`src/rtl/semaforo_ctrl.sv`:
```
// Two-way traffic light controller: six-phase cycle with a one-second prescaler,
// per-phase countdown and a pedestrian request that shortens the north-south green.
module semaforo_ctrl #(
  parameter int unsigned CLK_DIV  = 100000000,
  parameter int unsigned T_GREEN  = 25,
  parameter int unsigned T_YELLOW = 4,
  parameter int unsigned T_ALLRED = 2,
  parameter int unsigned T_PED    = 5
) (
  input  logic       CLK100MHZ,
  input  logic       RST_N,
  input  logic       PED_REQ,
  output logic [2:0] LIGHT_NS,
  output logic [2:0] LIGHT_EW,
  output logic [5:0] COUNT,
  output logic       SEC_TICK,
  output logic       PED_WALK,
  output logic [2:0] STATE
);

  localparam int unsigned PW = (CLK_DIV > 1) ? $clog2(CLK_DIV) : 1;
  localparam logic [PW-1:0] PMax = PW'(CLK_DIV - 1);

  localparam logic [2:0] LampRed = 3'b100;
  localparam logic [2:0] LampYel = 3'b010;
  localparam logic [2:0] LampGrn = 3'b001;

  typedef enum logic [2:0] {
    StAr1 = 3'd0,
    StNsG = 3'd1,
    StNsY = 3'd2,
    StAr2 = 3'd3,
    StEwG = 3'd4,
    StEwY = 3'd5
  } state_e;

  state_e        state_q, state_d;
  logic [PW-1:0] presc_q, presc_d;
  logic [5:0]    count_q, count_d;
  logic          ped_pending_q, ped_pending_d;
  logic          tick_q;
  logic          walk_q;

  function automatic state_e next_phase(input state_e s);
    case (s)
      StAr1:   next_phase = StNsG;
      StNsG:   next_phase = StNsY;
      StNsY:   next_phase = StAr2;
      StAr2:   next_phase = StEwG;
      StEwG:   next_phase = StEwY;
      default: next_phase = StAr1;
    endcase
  endfunction

  function automatic logic [5:0] phase_dur(input state_e s);
    case (s)
      StNsG, StEwG: phase_dur = 6'(T_GREEN);
      StNsY, StEwY: phase_dur = 6'(T_YELLOW);
      default:      phase_dur = 6'(T_ALLRED);
    endcase
  endfunction

  always_comb begin
    presc_d = (presc_q == PMax) ? '0 : presc_q + 1'b1;
    state_d = state_q;
    count_d = count_q;
    if (tick_q) begin
      if (count_q == 6'd1) begin
        state_d = next_phase(state_q);
        count_d = phase_dur(state_d);
      end else if (state_q == StNsG && ped_pending_q && count_q > 6'(T_PED)) begin
        count_d = 6'(T_PED);
      end else begin
        count_d = count_q - 6'd1;
      end
    end
    // Entering EW_G serves the request, even one arriving on that same edge.
    if (state_d == StEwG && state_q != StEwG) begin
      ped_pending_d = 1'b0;
    end else begin
      ped_pending_d = ped_pending_q | PED_REQ;
    end
  end

  always_ff @(posedge CLK100MHZ) begin
    if (!RST_N) begin
      presc_q       <= '0;
      state_q       <= StAr1;
      count_q       <= 6'(T_ALLRED);
      ped_pending_q <= 1'b0;
      tick_q        <= 1'b0;
      walk_q        <= 1'b0;
    end else begin
      presc_q       <= presc_d;
      state_q       <= state_d;
      count_q       <= count_d;
      ped_pending_q <= ped_pending_d;
      // Registered so the strobe is high exactly while the prescaler holds its top value.
      tick_q        <= (presc_d == PMax);
      walk_q        <= (state_d == StEwG);
    end
  end

  always_comb begin
    LIGHT_NS = LampRed;
    LIGHT_EW = LampRed;
    case (state_q)
      StNsG:   LIGHT_NS = LampGrn;
      StNsY:   LIGHT_NS = LampYel;
      StEwG:   LIGHT_EW = LampGrn;
      StEwY:   LIGHT_EW = LampYel;
      default: ;
    endcase
  end

  assign STATE    = state_q;
  assign COUNT    = count_q;
  assign SEC_TICK = tick_q;
  assign PED_WALK = walk_q;

endmodule
```
`config.mk`:
```
export PLATFORM = sky130hd
export DESIGN_NAME = semaforo_ctrl
export DESIGN_NICKNAME = d
export VERILOG_FILES = /design/src/rtl/semaforo_ctrl.sv
export SDC_FILE = /design/constraint.sdc
export NUM_CORES = 1
export LEC_CHECK = 0
export BUFFER_PORTS_ARGS = -buffer_cell sky130_fd_sc_hd__buf_2
export CAP_MARGIN = 25
export CELL_PAD_IN_SITES_DETAIL_PLACEMENT = 1
export CELL_PAD_IN_SITES_GLOBAL_PLACEMENT = 1
export CORE_UTILIZATION = 46
export CTS_BUF_LIST = sky130_fd_sc_hd__clkbuf_8
export DETAILED_ROUTE_END_ITERATION = 16
export PLACE_DENSITY = 0.88
export SKIP_CTS_REPAIR_TIMING = 1
export SYNTH_ARGS = -nofsm -noshare
export SYNTH_HDL_FRONTEND = slang
export SYNTH_SLANG_ARGS = --single-unit
```
`constraint.sdc`:
```
create_clock -name CLK100MHZ -period 2.9 [get_ports CLK100MHZ]
set_input_delay 0.145 -clock CLK100MHZ [delete_from_list [all_inputs] [get_ports CLK100MHZ]]
set_output_delay 0.145 -clock CLK100MHZ [all_outputs]
set_load 0.1 [all_outputs]
```
# Word level (Yosys, flattened, before mapping)
# Cells that the tools add are included.
# word_totals
ff_bits	39
in_bits	3
out_inout_bits	17
elab_cells	43
# op_classes
n_addsub	2
n_lt_le_gt_ge	1
eq_ne	14
muxes	11
bitwise	2
reduce_logical	7
# ops
operator	count
$eq A27 B27 Y1 const B	2
$add A27 B1 Y27 const B	1
$mux W27	1
$eq A3 B3 Y1 const B	5
$pmux W3 S5	1
$mux W3	4
$mux W6	2
$pmux W3 S2	2
$pmux W5 S2	1
$eq A3 B2 Y1 const B	3
$eq A3 B1 Y1 const B	2
$eq A6 B1 Y1 const B	1
$gt A6 B3 Y1 const B	1
$reduce_or A2 Y1	3
$sub A6 B1 Y6 const B	1
$logic_and A1 B1 Y1	3
$logic_not A3 Y1	1
$ne A3 B3 Y1 const B	1
$not A1 Y1	1
$or A1 B1 Y1	1

# Logic depth before layout (Yosys ltp)
# Gate-level depths: netlist of the first run.
# depth
depth_word	9
ltp_mapped	9
ltp_nobuf	8

# Least setup slack after synthesis of the first run
# Ideal clock, no wire load.
# synth_path
kind	reg2reg
startpoint	register state_q[0] (netlist: STATE[0])
endpoint	register state_q[1] (netlist: STATE[1])
setup_time_ns	0.066
t_arrival_ns	5.550
required_ns	2.834
path_slack_ns	-2.716
stages_incl_launch_ff	7
path_buffers	1
path_cell_list	dfxtp_1 -> clkbuf_1 -> nor3b_1 -> nor2_1 -> nor2_1 -> a21oi_1 -> nor2_1
# synth_via
elab_chain_cells	6
# synth_lines
item	line_no	text
start, declared	37	state_e state_q, state_d;
start signal, assigned	88	state_q <= StAr1;
start signal, assigned	95	state_q <= state_d;
$eq A3 B3 Y1 (tied with other cells)	45	case (s)
$pmux W3 S5 (*)	45	
$mux W3 (*)	68	if (count_q == 6'd1) begin
$mux W3 (*)	67	if (tick_q) begin
$mux W3 (*)	68	
$mux W3 (*)	67	
# Every way passes the cells marked *; elsewhere a longest branch is shown, timed or not. The select of a mux whose other input is x is not followed.
# A chain may end at the register's enable or synchronous reset.

# Worst setup path in the final report of the first run
# layout_path
startpoint	register presc_q[0]
endpoint	register presc_q[18]
# layout_via
elab_chain_cells	2
# layout_lines
item	line_no	text
start, declared	38	logic [PW-1:0] presc_q, presc_d;
start signal, assigned	94	presc_q <= presc_d;
$add A27 B1 Y27 or $eq A27 B27 Y1 (tied branches)	64	presc_d = (presc_q == PMax) ? '0 : presc_q + 1'b1;
$mux W27 (*)	64	
# Every way passes the cells marked *; elsewhere a longest branch is shown, timed or not.

==> results.ini, run 1 <==
[synthesis]
synth.avg_cell_area_sq_um = 8.173
yosysWarnings = 0
syn_area_sq_mm = 0.002150
ys_seq_area_share_pct = 36.32
synth_nets = 269
ys.flop_type = dfxtp_1
synthArstFlopShare_pct = 0
synth-edff-count = 0
ys_ff_latch = 39
synth_cell_type_count = 50
synthCells = 263

[grt]
grt-ovfl-total = 0
antenna_found_initial = 0
grt_pass1_vias = 1910
grt_start_max_net_pins = 18
grt_usage_pct = 23.32
grt_pass1_wl_um = 9080

[cts]
h-tree-depth = 2
cts_tree = done
insertion_delay_ns = 0.29
cts_sinks = 39
cts_root_buffer = clkbuf_8
max-clock-path-buffers = 2
cts_buffers = 5
cts.clk_slew.worst_paths_ns = 0.08

[layout]
antenna_cells = 0
layout_common_cells = 38 x nor2_1, 36 x dfxtp_1, 19 x a21oi_1, 19 x buf_2, 18 x xnor2_1
nets = 285
drive_gt1_share_pct = 18.57
areaGrowthSynthToFinish_pct = 12.69
final_common_cell = nor2_1

[min_path]
hold_class = primary input to flop

[floorplan]
io_pins = 20
die_w_um = 70.36
die_h_um = 70.36
core-area_sq_mm = 0.004414
die-area_sq_mm = 0.004951
row_count = 24
initial_core_util_pct = 48.70

[pwr]
finalPower_mw = 1.034
total_leakage_power_nw = 0.8662
vdd_ir_drop_max_mv = 0.3259
p_per_area_mw_per_mm2 = 426.9

[critical_path]
path_delay_family = simple AND/OR/NAND/NOR gates
worstPathRequired_ns = 3.08
crit_slowest_cell = dfxtp_1
worst-path-buf-inv = 1
rrSetupSlack_ns = 0.51
crit_fanout = 17
critPathArrivalTime_ns = 2.58
critPathKind = flop to flop
critical_path.startpoint_type = flop
crit_path_end_kind = flop
cpPeakStageDelay_ns = 0.39
path_cells = ha_1, nand4_1, nor4_1, nand3_1, o41ai_2, buf_4, o21ba_2

[timing]
period_share_pct = 82.45
fin_ws_ns = 0.5090
slew_viol_final = 0
fin_tns_setup_ns = 0
whs_ns = 0.07705
slew_headroom_pct = 60.34
setup_violations = 0
hold_violations = 0
fin_worst_skew_ns = 0.008008
fin_crit_ns = 2.391
tightest_slew_ns = 0.5895
max_freq_mhz = 418.2
rsz0062_at_grt = no

[job]
maxCapViolations = 0

[place]
dp_hpwl_um = 3845
pre_cts_ws_ns = 0.5028
place.gp.congestion = 0.8205
io_buffers = 19

[routing]
wirelength_um = 5276
drc_errors = 0
firstDrtPassIters = 4
vias_per_cell = 5.774
drtAntennaViolNets = 0
drt_iter0_drc = 71
detail_route.wl_per_cell_um = 15.89
num_vias = 1917

[status]
status = finished clean

worst paths after layout:
path,startpoint,endpoint,cells after the start
setup / recovery,presc_q[0],presc_q[18],7
hold / removal,PED_REQ,ped_pending_q,2
setup reg to reg,presc_q[0],presc_q[18],7
hold reg to reg,presc_q[0],presc_q[0],1
synth_stat cells, types with 3 or more instances:
library cell   n  area [sq um]
nor2_1        41         153.9
clkbuf_1       7         26.28
or3_1          3         18.77
nand4_1        4         25.02
buf_4          4         30.03
o211ai_1       3         22.52
o21ai_0        9         45.04
nor3_1         9         45.04
nand4b_1       3         26.28
ha_1           3         37.54
dfxtp_1       39         780.8
nand3_1       12         60.06
xor2_1         7         61.31
a21oi_1       19         95.09
nand2_1       15         56.30
nor4_1         8         50.05
nor3b_1        4         30.03
xnor2_1       18         157.7
and3_1         5         31.28
inv_1         12         45.04
per-layer routing:
metal  vias to the layer above  part of all wire, %  global-route usage, %
li1                        965                    -                      -
met1                       916                   47                  29.12
met3                         7                  3.3                  4.762
met2                        29                   48                  38.52
met5                         -                    0                      0
met4                         0                  2.0                  10.22
report_power, final:
group | internal [mW] | total [mW] | switching, mW
combinational | 0.00957 | 0.0256 | 0.0161
clock | 0.278 | 0.463 | 0.185
sequential | 0.540 | 0.545 | 0.00523
total | 0.828 | 1.03 | 0.206
stage by stage:
stage / instances / utilization, % / instance area (sq um)
6_report: 332 / 54.88 / 2422
5_1_grt: 332 / 54.88 / 2422
4_1_cts: 332 / 54.88 / 2422
3_5_place_dp: 324 / 52.21 / 2305
3_3_place_gp: 324 / 52.21 / 2305
2_1_floorplan: 263 / - / 2192
sequential cells by signal, summed over array words and instances, names as in the netlist:
signal         flops
SEC_TICK           1
presc_q           27
ped_pending_q      1
COUNT              6
STATE              3
PED_WALK           1
kinds of logic (layout without fill, tap and decap cells):
kind of cell    after synthesis  in the layout  synth area share, %
compound gates               49             49                14.84
xor+xnor                     25             25                10.19
fa+ha+maj                     3              3                1.746
buf+inv                      27             44                6.170
flops                        39             39                36.32
mux                           3              3                1.455
simple gates                117            117                29.28
area by class of cell:
| class | count | area, sq um |
|---|---|---|
| fillers | 556 | 1992 |
| multi-input cells | 197 | 1281 |
| flip-flops and latches | 39 | 784.5 |
| repair buffers | 23 | 125.1 |
| clock buffers | 6 | 82.58 |
| well taps | 52 | 65.06 |
| inverters | 13 | 48.80 |
| clock inverters | 2 | 35.03 |
Note: power is estimated with default switching activity, not from simulation.
==> inputs of run 2 (changes only) <==
- clock period: 2.9 -> 2.35 ns (I/O delays scaled with it)
==> results.ini, run 2 (synthesis gave the netlist of run 1 again) <==
[critical_path]
timing.rr.start = presc_q[7]
reg2reg_to = SEC_TICK
endpoint = SEC_TICK
worstSetupStartpoint = presc_q[7]
critical_path.startpoint_type = flop
crit_fanout = 8  ; -9
cpPeakStageDelay_ns = 0.66  ; +0.27 ns
worst-r2r-cell-count = 6  ; -1
worstPathRequired_ns = 2.54  ; -0.54 ns
path_delay_family = simple AND/OR/NAND/NOR gates
worst-path-buf-inv = 0  ; -1
path_cells = nand2_2, or4_4, or4_1, o211ai_1, nor4_2, o2111a_1
critPathArrivalTime_ns = 2.47  ; -0.11 ns
crit_slowest_cell = or4_4
rrSetupSlack_ns = 0.07  ; -0.44 ns
crit_path_end_kind = flop
critPathKind = flop to flop
critical_path_depth = 6  ; -1

[job]
maxCapViolations = 0  ; unchanged

[routing]
drc_errors = 0  ; unchanged
drt_iter0_drc = 71  ; unchanged
detail_route.wl_per_cell_um = 18.32  ; +15%
firstDrtPassIters = 4  ; unchanged
wirelength_um = 6321  ; +20%
vias_per_cell = 6.110  ; +5.8%
drtAntennaViolNets = 0  ; unchanged
num_vias = 2108  ; +10%

[place]
dp.cells = 333  ; +2.8%
dp_hpwl_um = 4137  ; +7.6%
place.gp.congestion = 0.7868  ; -4.1%
placed_area_sq_mm = 0.002401  ; +4.2%
io_buffers = 19  ; unchanged

[floorplan]
die-area_sq_mm = 0.004951  ; unchanged
die_w_um = 70.36  ; unchanged
io_pins = 20  ; unchanged
core-area_sq_mm = 0.004414  ; unchanged
initial_core_util_pct = 48.70  ; unchanged
die_h_um = 70.36  ; unchanged
row_count = 24  ; unchanged

[pwr]
total_leakage_power_nw = 0.9354  ; +8.0%
vdd_ir_drop_max_mv = 0.3014  ; -7.5%
p_per_area_mw_per_mm2 = 500.1  ; +17%

[grt]
grtUsageMet1_pct = 30.22  ; +1.1 points
grt-ovfl-total = 0  ; unchanged
grt-busiest-layer = met2
grt_pass1_wl_um = 10010  ; +10%
gr-usage-met3_pct = 4.906  ; +0.14 points
grt_usage_pct = 25.69  ; +2.4 points
met2_usage_pct = 46.46  ; +7.9 points
grt_start_max_net_pins = 18  ; unchanged
grt_pass1_vias = 2069  ; +8.3%
antenna_found_initial = 0  ; unchanged

[cts]
cts_root_buffer = clkbuf_8
max-clock-path-buffers = 2  ; unchanged
cts.clk_slew.worst_paths_ns = 0.08  ; about the same
h-tree-depth = 2  ; unchanged
insertion_delay_ns = 0.30  ; about the same
cts_tree = done
cts_sinks = 39  ; unchanged
cts_buffers = 5  ; unchanged

[timing]
fin_worst_skew_ns = 0.01033  ; +0.002324 ns
slew_viol_final = 0  ; unchanged
fin_crit_ns = 2.285  ; -0.1063 ns
max_freq_mhz = 437.7  ; +4.7%
tightest_slew_ns = 0.6341  ; +0.04463 ns
period_share_pct = 97.22  ; +15 points
slew_headroom_pct = 57.36  ; -3.0 points
setup_violations = 0  ; unchanged
whs_ns = 0.03335  ; -0.04370 ns
fin_tns_setup_ns = 0  ; unchanged
hold_violations = 0  ; unchanged

[layout]
areaGrowthSynthToFinish_pct = 19.91
drive_gt1_share_pct = 24.57  ; +6.0 points
largest-register = presc_q
antenna_cells = 0  ; unchanged
largest_reg_flops = 27  ; unchanged
final_common_cell = nor2_1
final_cells = 345  ; +3.9%
final_area_sq_mm = 0.002577  ; +6.4%
nets = 298  ; +4.6%
layout_common_cells = 38 x nor2_1, 33 x dfxtp_1, 19 x a21oi_1, 19 x buf_2, 18 x xnor2_1

[status]
status = finished clean

[min_path]
hold_class = primary input to flop

-- run 2: worst min path at each step --
| stage | startpoint | slack (ns) | to | cells after the start |
|---|---|---|---|---|
| floorplan | RST_N | 0.21 | COUNT[1] | 1 |
| global placement | PED_REQ | 0.34 | ped_pending_q | 2 |
| detailed placement | PED_REQ | 0.35 | ped_pending_q | 2 |
| CTS | PED_REQ | 0.03 | ped_pending_q | 2 |
| global route | PED_REQ | 0.04 | ped_pending_q | 2 |
| finish | PED_REQ | 0.03 | ped_pending_q | 2 |
-- run 2: cell type report --
| cell class | count | area [sq um] |
|---|---|---|
| clock buffer | 6 | 82.58 |
| clock inverter | 2 | 35.03 |
| fill | 529 | 1837 |
| inverter | 13 | 48.80 |
| multi-input combinational | 198 | 1325 |
| sequential | 39 | 793.3 |
| tap | 52 | 65.06 |
| timing repair buffer | 35 | 227.7 |
-- run 2: metal layers --
| metal | vias to the layer above | wire length [um] |
|---|---|---|
| met3 | 18 | 246 |
| met1 | 1030 | 2609 |
| met5 | - | 0 |
| li1 | 993 | - |
| met4 | 0 | 157 |
| met2 | 67 | 3308 |
-- run 2: power breakdown --
group          leakage [nW]  internal (mW)  switching (mW)
Sequential            0.319          0.664         0.00427
Clock                0.0612          0.344           0.238
Combinational         0.556         0.0147          0.0248
Total                 0.935           1.02           0.267
-- run 2: through the flow --
| step | worst slack (ns) | util (%) | power (mW) |
|---|---|---|---|
| final | 0.06525 | 58.39 | 1.289 |
| after global routing | -0.01237 | 58.39 | 1.339 |
| after CTS | -0.02704 | 57.06 | 1.302 |
| after detailed placement | 0.02901 | 54.39 | 0.7217 |
| after global placement | 0.1798 | 54.39 | 0.7204 |
| after floorplan | -0.2185 | - | 0.7039 |
==> inputs of run 3 (changes only) <==
- BUFFER_PORTS_ARGS: -buffer_cell sky130_fd_sc_hd__buf_2 -> unset
- CORE_MARGIN: unset -> 2
- CORE_UTILIZATION: 46 -> 49
- DONT_BUFFER_PORTS: unset -> 1
- PLACE_DENSITY: 0.88 -> 0.87
==> results.ini, run 3 (synthesis gave the netlist of run 1 again) <==
[place]
place.gp.congestion = 0.8771  ; +11%
io_buffers = 0  ; -19
dp.cells = 330  ; -0.90%
dp_hpwl_um = 4398  ; +6.3%
placed_area_sq_mm = 0.002426  ; +1.0%
pre_cts_ws_ns = 0.009033  ; -0.01998 ns

[routing]
drc_errors = 0  ; unchanged
num_vias = 2082  ; -1.2%
drtAntennaViolNets = 0  ; unchanged
wirelength_um = 6463  ; +2.2%
vias_per_cell = 6.052  ; -0.95%
drt_iter0_drc = 102  ; +44%
detail_route.wl_per_cell_um = 18.79  ; +2.5%
firstDrtPassIters = 4  ; unchanged

[layout]
layout_common_cells = 38 x nor2_1, 33 x dfxtp_1, 31 x buf_4
largest-register = presc_q
final_area_sq_mm = 0.002600  ; +0.87%
areaGrowthSynthToFinish_pct = 20.95
drive_gt1_share_pct = 22.95  ; -1.6 points
largest_reg_flops = 27  ; unchanged
final_util_pct = 60.55  ; +2.2 points
final_common_cell = nor2_1
nets = 297  ; -0.34%
final_cells = 344  ; -0.29%
fillerInstances = 508  ; -4.0%
antenna_cells = 0  ; unchanged

[cts]
cts.clk_slew.worst_paths_ns = 0.08  ; about the same
insertion_delay_ns = 0.29  ; about the same
cts_buffers = 5  ; unchanged
cts_root_buffer = clkbuf_8
max-clock-path-buffers = 2  ; unchanged
cts_tree = done
cts_sinks = 39  ; unchanged
h-tree-depth = 2  ; unchanged

[critical_path]
worstSetupStartpoint = presc_q[3]
rrSetupSlack_ns = 0.01  ; -0.05 ns
critical_path.startpoint_type = flop
crit_slowest_cell = or4_4
reg2reg_to = SEC_TICK
crit_path_end_kind = flop
worst-r2r-cell-count = 7  ; +1
critPathKind = flop to flop
path_cells = nand3_1, or4_4, buf_4, a21oi_1, o221ai_1, nor4_1, o2111a_1
worst-path-buf-inv = 1  ; +1
timing.rr.start = presc_q[3]
critPathArrivalTime_ns = 2.57  ; +0.10 ns
worstPathRequired_ns = 2.59  ; +0.05 ns
cpPeakStageDelay_ns = 0.63  ; -0.03 ns
path_delay_family = simple AND/OR/NAND/NOR gates
crit_fanout = 6  ; -2

[timing]
fin_crit_ns = 2.336  ; +0.05173 ns
fin_worst_skew_ns = 0.004612  ; -0.005720 ns
hold_violations = 0  ; unchanged
fin_ws_ns = 0.01352  ; -0.05173 ns
setup_violations = 0  ; unchanged
tightest_slew_ns = 0.9265  ; +0.2924 ns
whs_ns = 0.1186  ; +0.08529 ns
fin_tns_setup_ns = 0  ; unchanged
slew_headroom_pct = 38.15  ; -19 points
max_freq_mhz = 428.0  ; -2.2%
slew_viol_final = 0  ; unchanged
period_share_pct = 99.42  ; +2.2 points

[floorplan]
die_h_um = 70.24  ; -0.18%
io_pins = 20  ; unchanged
core-area_sq_mm = 0.004294  ; -2.7%
die_w_um = 70.24  ; -0.18%
die-area_sq_mm = 0.004933  ; -0.35%
initial_core_util_pct = 50.06  ; +1.4 points
row_count = 24  ; unchanged

[min_path]
holdPathEnd = presc_q[0]
hp-start = RST_N
min_path_cells = 3  ; +1
hold_class = primary input to flop

[grt]
grt_pass1_vias = 2063  ; -0.29%
grt-ovfl-total = 0  ; unchanged
grt_usage_pct = 25.35  ; -0.34 points
grt_start_max_net_pins = 18  ; unchanged
antenna_found_initial = 0  ; unchanged
grt_pass1_wl_um = 9998  ; -0.13%

[pwr]
vdd_ir_drop_max_mv = 0.4939  ; +64%
total_leakage_power_nw = 0.9198  ; -1.7%
p_per_area_mw_per_mm2 = 442.7  ; -11%
finalPower_mw = 1.151  ; -11%

[job]
maxCapViolations = 0  ; unchanged

[status]
status = finished clean

[run 3: report_power, final]
| group | switching (mW) | internal (mW) | total [mW] |
|---|---|---|---|
| Combinational | 0.0248 | 0.0157 | 0.0405 |
| Clock | 0.242 | 0.200 | 0.442 |
| Sequential | 0.00549 | 0.663 | 0.669 |
| Total | 0.272 | 0.879 | 1.15 |
[run 3: layer usage]
layer / GRT usage (%) / vias to the layer above / part of all wire, %
li1: - / 995 / -
met1: 29.15 / 1045 / 43
met2: 47.38 / 38 / 53
met3: 5.483 / 4 / 3.4
met4: 5.769 / 0 / 0.68
met5: 0 / - / 0
[run 3: layout make-up]
type / instances / area [sq um] / share of cell area (%)
inverter: 13 / 48.80 / 1.877
multi-input combinational: 198 / 1339 / 51.49
tap: 52 / 65.06 / 2.502
clock inverter: 3 / 12.51 / 0.4812
timing repair buffer: 34 / 272.8 / 10.49
sequential: 39 / 793.3 / 30.51
clock buffer: 5 / 68.82 / 2.647
[run 3: tightest hold or removal path: cells and delay by family]
| family | cells | cell delay, ns |
|---|---|---|
| buf+inv | 1 | 0.16 |
| simple gates | 1 | 0.05 |
| compound gates | 1 | 0.04 |
[run 3: worst max path at each step]
| stage | endpoint | slack (ns) | depth (start not counted) |
|---|---|---|---|
| after floorplan | COUNT[2] | -0.22 | 6 |
| after global placement | SEC_TICK | 0.18 | 6 |
| after detailed placement | SEC_TICK | 0.009 | 6 |
| after CTS | SEC_TICK | -0.009 | 6 |
| after global routing | SEC_TICK | -0.06 | 7 |
| final | SEC_TICK | 0.01 | 7 |
